## src/rtl/nbit_div_pkg.sv

```systemverilog
// Shared types and constants for the sequential restoring divider.
package nbit_div_pkg;

    typedef enum logic [1:0] {
        IDLE,
        RUN,
        DONE
    } state_e;

    // Quotient reported on divide-by-zero: all ones at the given width (width <= 32).
    function automatic logic [31:0] dbz_quotient(input int unsigned width);
        if (width >= 32) begin
            return '1;
        end
        return (32'd1 << width) - 32'd1;
    endfunction

endpackage

```

## src/rtl/nbit_add_sub.sv

```systemverilog
// Combinational n-bit adder/subtractor: s = a + b (control_bit=0) or a - b (control_bit=1).
module nbit_add_sub #(
    parameter int n = 4
) (
    input  logic [n-1:0] a,
    input  logic [n-1:0] b,
    input  logic         control_bit,
    output logic [n-1:0] s,
    output logic         cout,
    output logic         overflow
);

    logic [n-1:0] b_eff;
    logic [n:0]   sum;

    assign b_eff = b ^ {n{control_bit}};
    assign sum   = {1'b0, a} + {1'b0, b_eff} + {{n{1'b0}}, control_bit};

    assign s        = sum[n-1:0];
    assign cout     = sum[n];
    assign overflow = (a[n-1] == b_eff[n-1]) && (s[n-1] != a[n-1]);

endmodule

```

## src/rtl/nbit_seq_divider.sv

```systemverilog
// Sequential restoring divider, one quotient bit per clock via a trial subtraction.
// Define NBIT_DIV_SIGNED_EN for two's-complement (truncating) division.
module nbit_seq_divider
    import nbit_div_pkg::*;
#(
    parameter int n = 4
) (
    input  logic         clk,
    input  logic         rst_n,
    input  logic         start,
    input  logic [n-1:0] x,
    input  logic [n-1:0] y,
    output logic         busy,
    output logic         done,
    output logic [n-1:0] q,
    output logic [n-1:0] r,
    output logic         div_by_zero,
    output logic         overflow
);

    localparam int CW = $clog2(n);
    localparam logic [n-1:0] DBZ_Q = n'(dbz_quotient(n));

    state_e       state_q, state_d;
    logic [n:0]   rem_q, rem_d;
    logic [n-1:0] dvd_q, dvd_d;
    logic [n-1:0] dvs_q, dvs_d;
    logic [CW-1:0] cnt_q, cnt_d;
    logic [n-1:0] res_q_q, res_q_d;
    logic [n-1:0] res_r_q, res_r_d;
    logic         dbz_q, dbz_d;

    logic [n-1:0] x_mag, y_mag;
    logic [n:0]   shifted, trial;
    logic         no_borrow;
    logic         add_ovf_unused;
    logic         unused_rem_msb;
    logic [n-1:0] qmag, rmag;

`ifdef NBIT_DIV_SIGNED_EN
    logic neg_q_q, neg_q_d;
    logic neg_r_q, neg_r_d;
    logic ovf_pend_q, ovf_pend_d;
    logic ovf_q, ovf_d;

    assign x_mag = x[n-1] ? (~x + 1'b1) : x;
    assign y_mag = y[n-1] ? (~y + 1'b1) : y;
`else
    assign x_mag = x;
    assign y_mag = y;
`endif

    // The stored remainder is always below the divisor, so its MSB never feeds the next shift.
    assign shifted        = {rem_q[n-1:0], dvd_q[n-1]};
    assign unused_rem_msb = rem_q[n];

    nbit_add_sub #(
        .n(n + 1)
    ) u_trial_sub (
        .a          (shifted),
        .b          ({1'b0, dvs_q}),
        .control_bit(1'b1),
        .s          (trial),
        .cout       (no_borrow),
        .overflow   (add_ovf_unused)
    );

    always_comb begin
        state_d = state_q;
        rem_d   = rem_q;
        dvd_d   = dvd_q;
        dvs_d   = dvs_q;
        cnt_d   = cnt_q;
        res_q_d = res_q_q;
        res_r_d = res_r_q;
        dbz_d   = dbz_q;
        qmag    = '0;
        rmag    = '0;
`ifdef NBIT_DIV_SIGNED_EN
        neg_q_d    = neg_q_q;
        neg_r_d    = neg_r_q;
        ovf_pend_d = ovf_pend_q;
        ovf_d      = ovf_q;
`endif

        case (state_q)
            IDLE: begin
                if (start) begin
                    if (y == '0) begin
                        state_d = DONE;
                        res_q_d = DBZ_Q;
                        res_r_d = x;
                        dbz_d   = 1'b1;
`ifdef NBIT_DIV_SIGNED_EN
                        ovf_d   = 1'b0;
`endif
                    end else begin
                        state_d = RUN;
                        rem_d   = '0;
                        dvd_d   = x_mag;
                        dvs_d   = y_mag;
                        cnt_d   = CW'(n - 1);
`ifdef NBIT_DIV_SIGNED_EN
                        neg_q_d    = x[n-1] ^ y[n-1];
                        neg_r_d    = x[n-1];
                        ovf_pend_d = (x == {1'b1, {(n-1){1'b0}}}) && (y == '1);
`endif
                    end
                end
            end

            RUN: begin
                rem_d = no_borrow ? trial : shifted;
                dvd_d = {dvd_q[n-2:0], no_borrow};
                if (cnt_q == '0) begin
                    // Results are registered on the edge entering DONE, from this step's values.
                    state_d = DONE;
                    qmag    = dvd_d;
                    rmag    = rem_d[n-1:0];
                    dbz_d   = 1'b0;
`ifdef NBIT_DIV_SIGNED_EN
                    res_q_d = neg_q_q ? (~qmag + 1'b1) : qmag;
                    res_r_d = neg_r_q ? (~rmag + 1'b1) : rmag;
                    ovf_d   = ovf_pend_q;
`else
                    res_q_d = qmag;
                    res_r_d = rmag;
`endif
                end else begin
                    cnt_d = cnt_q - 1'b1;
                end
            end

            DONE: begin
                state_d = IDLE;
            end

            default: begin
                state_d = IDLE;
            end
        endcase
    end

    always_ff @(posedge clk or negedge rst_n) begin
        if (!rst_n) begin
            state_q <= IDLE;
            rem_q   <= '0;
            dvd_q   <= '0;
            dvs_q   <= '0;
            cnt_q   <= '0;
            res_q_q <= '0;
            res_r_q <= '0;
            dbz_q   <= 1'b0;
        end else begin
            state_q <= state_d;
            rem_q   <= rem_d;
            dvd_q   <= dvd_d;
            dvs_q   <= dvs_d;
            cnt_q   <= cnt_d;
            res_q_q <= res_q_d;
            res_r_q <= res_r_d;
            dbz_q   <= dbz_d;
        end
    end

`ifdef NBIT_DIV_SIGNED_EN
    always_ff @(posedge clk or negedge rst_n) begin
        if (!rst_n) begin
            neg_q_q    <= 1'b0;
            neg_r_q    <= 1'b0;
            ovf_pend_q <= 1'b0;
            ovf_q      <= 1'b0;
        end else begin
            neg_q_q    <= neg_q_d;
            neg_r_q    <= neg_r_d;
            ovf_pend_q <= ovf_pend_d;
            ovf_q      <= ovf_d;
        end
    end

    assign overflow = ovf_q;
`else
    assign overflow = 1'b0;
`endif

    assign busy        = (state_q == RUN);
    assign done        = (state_q == DONE);
    assign q           = res_q_q;
    assign r           = res_r_q;
    assign div_by_zero = dbz_q;

endmodule

```

## config.mk

```make
export PLATFORM = sky130hd
export DESIGN_NAME = nbit_seq_divider
export DESIGN_NICKNAME = d
export VERILOG_FILES = /design/src/rtl/nbit_div_pkg.sv /design/src/rtl/nbit_add_sub.sv /design/src/rtl/nbit_seq_divider.sv
export SDC_FILE = /design/constraint.sdc
export NUM_CORES = 1
export LEC_CHECK = 0
export BUFFER_PORTS_ARGS = -buffer_cell sky130_fd_sc_hd__buf_2
export CAP_MARGIN = 20
export CORE_MARGIN = 2
export CORE_UTILIZATION = 40
export DETAILED_ROUTE_END_ITERATION = 8
export PLACE_DENSITY = 0.61
export RECOVER_POWER = 25
export SETUP_SLACK_MARGIN = 0.5
export SYNTH_ARGS = -nofsm -noshare
export SYNTH_HDL_FRONTEND = slang
export SYNTH_HIERARCHICAL = 1
export SYNTH_SLANG_ARGS = --single-unit
```

## constraint.sdc

```tcl
create_clock -name clk -period 4.94 [get_ports clk]
set_clock_uncertainty 0.2 [all_clocks]
set_input_delay 0.494 -clock clk [delete_from_list [all_inputs] [get_ports clk]]
set_output_delay 0.494 -clock clk [all_outputs]
set_load 0.03 [all_outputs]
```

==> results of run 1 <==
## power groups by stage
stage | Clock [mW] | Combinational [mW] | Sequential [mW]
floorplan | 0 | 0.447 | 0.432
global placement | 0 | 0.621 | 0.377
detailed placement | 0 | 0.640 | 0.379
CTS | 0.0950 | 0.642 | 0.376
global route | 0.105 | 0.712 | 0.389
finish | 0.0929 | 0.642 | 0.376
## sequential cells by signal (all words and copies together), names as in the netlist
name         cells
rem_q            4
q                4
cnt_q            2
state_q          2
r                4
dvd_q            4
dvs_q            4
div_by_zero      1
## layer usage
| metal | global-route usage, % | part of all wire [%] | up-vias |
|---|---|---|---|
| met5 | 0 | 0 | - |
| met4 | 2.45 | 0.39 | 0 |
| met3 | 4.64 | 4.9 | 2 |
| met2 | 22.5 | 43 | 23 |
| met1 | 21.7 | 51 | 515 |
| li1 | - | - | 514 |
## worst max-delay path: cells and delay by family, from the launching register on
kind / cells / cell delay, ns
buffers and inverters: 2 / 0.74
flip-flops: 1 / 0.46
AND/OR/NAND/NOR: 1 / 0.38
## how the worst max path moves through the flow
stage	startpoint	endpoint	slack (ns)	cells after the start
finish	state_q[1]$_DFFE_PN0P_	busy	2.34	3
global route	state_q[1]$_DFFE_PN0P_	busy	2.18	3
global placement	y[1]	dvs_q[2]$_DFFE_PN0P_	2.51	4
detailed placement	y[1]	dvs_q[3]$_DFFE_PN0P_	2.50	4
floorplan	dvs_q[2]$_DFFE_PN0P_	r[1]$_DFFE_PN0P_	2.67	9
CTS	state_q[1]$_DFFE_PN0P_	busy	2.37	3
## cell usage in the layout (no fill, tap or decap), types with 2 or more instances in the layout
cell type  count
ha_1           5
nor2b_1        2
mux2_4         2
xor2_1         5
dfrtp_1       25
a31oi_1        4
inv_1         14
conb_1         3
mux2i_1        8
nand2b_1       3
nor2_1        14
o21ai_0        6
mux2_2         7
xnor2_1        2
o22ai_1        2
nand2_1        7
buf_2         20
a21oi_1       10
clkbuf_4       3
## layout make-up
type | count | area, sq um
Clock buffer | 3 | 22.5
Clock inverter | 1 | 5.00
Fill cell | 344 | 1790
Inverter | 14 | 52.6
Multi-Input combinational cell | 95 | 694
Sequential cell | 25 | 626
Tap cell | 46 | 57.6
Timing Repair Buffer | 23 | 119
## repair_timing
| action | in CTS | in global routing |
|---|---|---|
| setup buffers | 0 | 0 |
| resized for setup | 0 | 0 |
| hold buffers | 1 | 0 |
| endpoints found under the hold margin | 25 | 0 |
==> out/qor.txt, run 1 <==
Worst Max-Slew Pin Slew: 1.34 ns
crit-path cells: nand2b_1, inv_1, buf_2
share of layout cells above drive strength 1: 23.0%
Synth Cell Area: 1410 sq um
vias in the first global route: 996
IO Pins: 23
number of port buffers: 21
Initial DRC Count: 80
HP Class: in -> reg
Setup crit start kind: flop
Worst setup EP type: output pin
Row Count: 21
Initial DRT Pass Iterations: 6
final WL: 2820 um
Starting Density: 41.9%
Yosys Warn Count: 6
final HPWL from detailed placement: 2210 um
final hold violations: 0
Switch Pwr: 0.505 mW
internal power: 0.606 mW
GR Util All Layers: 15.0%
Crit Path Class: reg -> out
Inst Count DP: 201
CTS sink cnt: 25
Max-slew headroom: 10.6%
Hold Slack: 0.225 ns
Non-Filler Instances: 207
Max Slew Vio Count: 0
Area Growth Syn to Fin: 12.0%
CP Max Fanout: 13
switching share of power: 45.5%
GP Congestion: 0.785
# diodes: 0
fmax: 385 MHz
Layout Nets: 179
Cells after Synth: 140
LEAKAGE: 0.792 nW
mean cell area of the mapped netlist: 10.1 sq um
# DRC: 0
Root Driver: clkbuf_4
Reg-to-Reg End: r[0]$_DFFE_PN0P_
Total Power: 1.11 mW
DIE WIDTH: 63.3 um
Overflow after GRT: 0
setup TNS: 0 ns
Max-Cap Viols: 0
Reg power frac: 33.8%
count of final setup violators: 0
total CTS buffers: 3
minimum clock period: 2.60 ns
hold_sp: y[0]
Die Footprint: 4010 sq um
Final ANT Viol Nets: 0
drt via density: 5.09
Worst-Skew Late Latency: 0.33 ns
RSZ-0062 raised after global routing: false
post-route cell area: 1580 sq um
worst setup margin: 2.34 ns
pin count of the biggest net entering global routing: 26
H-tree level count: 1
worst reg2reg path depth: 8
Cell Area, Placed: 1540 sq um
slowest cell delay on critical path: 0.46 ns
wire per inst: 13.6 um
R2R Path Start: dvs_q[2]$_DFFE_PN0P_
outcome: finished, final reports clean
pwr dens: 705 nW/um^2
CTS tree: yes
via count: 1054
Crit path arrival time: 1.90 ns
Util after Layout: 46.9%
core area: 3360 sq um
worst path required time: 4.25 ns
Final period util: 52.6%
peak supply drop: 0.365 mV
CTS Buffer Depth: 2
combinational share of power: 57.8%
first-pass GRT wire length: 4740 um
clock-pin slew on the worst setup and hold paths: 0.14 ns
hold path endpoint: dvs_q[0]$_DFFE_PN0P_
number of antenna violations at the first check in global routing: 0
die height: 63.3 um
r2r setup slk: 2.48 ns
pre-CTS WS: 2.50 ns
power share of the clock group: 8.4%
CP max stage cell: dfrtp_1
hold path depth: 2
Power figures use the tool's default switching activity.
==> run 2: changes to the inputs <==
ABC_AREA = 1   (was default)
PLACE_DENSITY = 0.63   (was 0.61)
clock period = 2.3 ns   (was 4.94 ns; I/O delays follow)
==> run 2 against run 1 <==
Against the previous run:
- register-to-register slack lost 2.2 ns
- flip-flop and latch count is the same
- non-clock buffer count grew 8
- sequential share of layout area shrank 3.8 points
- wire length grew 1.2%
- clock power grew 120%
==> out/qor.txt, run 2 <==
outcome: finished, final reports clean
CP most frequent cell: nand2_1
CP Max Fanout: 6 (-7)
peak supply drop: 0.685 mV (+88%)
die height: 63.7 um (+0.58%)
commonest non-fill, non-tap cell in the layout: nand2_1
final WL: 2860 um (+1.2%)
wire per inst: 10.5 um (-23%)
Crit path arrival time: 2.05 ns (+0.15 ns)
number of antenna violations at the first check in global routing: 0 (unchanged)
# diodes: 0 (unchanged)
via count: 1192 (+13%)
drt via density: 4.38 (-14%)
Inst Count DP: 259 (+29%)
core area: 3390 sq um (+0.78%)
internal power: 1.19 mW (+97%)
Setup crit start kind: flop
CTS tree: yes
Final period util: 86.1%
CP max stage cell: dfrtp_1
mean cell area of the mapped netlist: 7.38 sq um (-27%)
Worst-Skew Late Latency: 0.33 ns (about the same)
Initial DRC Count: 28 (-65%)
pwr dens: 1370 nW/um^2 (+94%)
Non-Filler Instances: 272 (+31%)
Worst setup EP type: flop
final HPWL from detailed placement: 2060 um (-6.8%)
minimum clock period: 1.98 ns
Yosys Warn Count: 6 (unchanged)
worst setup margin: 0.319 ns (-2.02 ns)
Overflow after GRT: 0 (unchanged)
Final ANT Viol Nets: 0 (unchanged)
GP Congestion: 0.781 (-0.42%)
Hold Slack: 0.0382 ns (-0.187 ns)
setup TNS: 0 ns (unchanged)
Synth Cell Area: 1430 sq um (+1.2%)
Cells after Synth: 193 (+38%)
power share of the clock group: 8.6% (+0.2 points)
Starting Density: 42.0% (+0.19 points)
final hold violations: 0 (unchanged)
first-pass GRT wire length: 5090 um (+7.4%)
combinational share of power: 59.5% (+1.7 points)
hold path depth: 5 (+3)
GR Util All Layers: 15.9% (+0.88 points)
Switch Pwr: 1.19 mW (+130%)
Initial DRT Pass Iterations: 4 (-2)
Max-slew headroom: 8.80% (-1.8 points)
clock-pin slew on the worst setup and hold paths: 0.14 ns (about the same)
Row Count: 21 (unchanged)
share of layout cells above drive strength 1: 24.8% (+1.8 points)
Area Growth Syn to Fin: 22.2%
number of port buffers: 21 (unchanged)
crit-path cells: xor2_1, ha_1, a21oi_2, nand2_2, nand2_2, nand2_4, inv_4, nand2_1, nand2_1, nand2_2, nand2_1, nand3_1, nand2_1
RSZ-0062 raised after global routing: true
H-tree level count: 1 (unchanged)
LEAKAGE: 1.03 nW (+30%)
slowest cell delay on critical path: 0.42 ns (-0.04 ns)
CTS sink cnt: 25 (unchanged)
Max Slew Vio Count: 0 (unchanged)
# DRC: 0 (unchanged)
IO Pins: 23 (unchanged)
Total Power: 2.38 mW (+110%)
Reg power frac: 32.0% (-1.8 points)
Layout Nets: 244 (+36%)
HP Class: in -> reg
vias in the first global route: 1180 (+18%)
fmax: 505 MHz
total CTS buffers: 3 (unchanged)
Root Driver: clkbuf_4
most frequent cells in the layout: 82 x nand2_1, 25 x dfrtp_1, 21 x inv_1
switching share of power: 49.8% (+4.4 points)
DIE WIDTH: 63.7 um (+0.58%)
pre-CTS WS: 0.291 ns (-2.21 ns)
pin count of the biggest net entering global routing: 26 (unchanged)
Worst Max-Slew Pin Slew: 1.37 ns (+0.0268 ns)
Crit Path Class: reg -> reg
worst path required time: 2.37 ns (-1.88 ns)
count of final setup violators: 0 (unchanged)
Die Footprint: 4060 sq um (+1.2%)
Max-Cap Viols: 0 (unchanged)
CTS Buffer Depth: 2 (unchanged)
worst reg2reg path depth: 13 (+5)
==> run 2: final cells by class <==
| type | instances | area (sq um) |
|---|---|---|
| fillers | 344 | 1650 |
| multi-input cells | 140 | 733 |
| flip-flops and latches | 25 | 626 |
| repair buffers | 31 | 195 |
| inverters | 26 | 100 |
| well taps | 46 | 57.6 |
| clock buffers | 3 | 22.5 |
| clock inverters | 1 | 7.51 |
==> run 2: metrics by stage <==
step	util, %	instance area (sq um)
2_1_floorplan	-	1440
3_3_place_gp	46.8	1590
3_5_place_dp	46.8	1590
4_1_cts	50.2	1700
5_1_grt	51.4	1740
6_report	51.4	1740
==> run 2: repair_timing <==
| item | 4_1_cts | 5_1_grt |
|---|---|---|
| setup buffers | 3 | 1 |
| resized for setup | 5 | 11 |
| pin swaps | 13 | 7 |
| endpoints found under the hold margin | 29 | 0 |
| hold buffers | 5 | 0 |
| setup endpoints to repair | 10 | 10 |
==> run 2: power by group through the flow <==
stage          Combinational [mW]  Sequential (mW)  Clock, mW
3_5_place_dp                 1.31            0.769          0
6_report                     1.41            0.760      0.204
2_1_floorplan               0.879            0.899          0
5_1_grt                      1.62            0.792      0.230
4_1_cts                      1.38            0.759      0.213
3_3_place_gp                 1.31            0.768          0
==> run 2: final timing paths <==
path | from | end | slack (ns)
min | x[3] | dvd_q[3]$_DFFE_PN0P_ | 0.04
min in group asynchronous | rst_n | q[3]$_DFFE_PN0P_ | 0.53
max in group asynchronous | rst_n | r[1]$_DFFE_PN0P_ | 0.58
min reg2reg | q[0]$_DFFE_PN0P_ | q[0]$_DFFE_PN0P_ | 0.28
max reg2reg | dvs_q[2]$_DFFE_PN0P_ | r[3]$_DFFE_PN0P_ | 0.32
max | dvs_q[2]$_DFFE_PN0P_ | r[3]$_DFFE_PN0P_ | 0.32
==> run 2: layer usage <==
metal	GRT usage, %	vias to the layer above	wire length, um
met4	4.08	0	21
met5	0	-	0
li1	-	648	-
met2	27.4	13	1380
met1	20.0	526	1390
met3	3.75	5	72
==> run 2: critical path, delay by kind of cell (launching register included) <==
family,cells,cell delay [ns]
and+or+nand+nor,9,0.61
xor gates and xnor gates,1,0.14
buffers and inverters,1,0.09
DFF,1,0.42
AOI/OAI and AO/OA,1,0.19
adders and majority gates,1,0.29
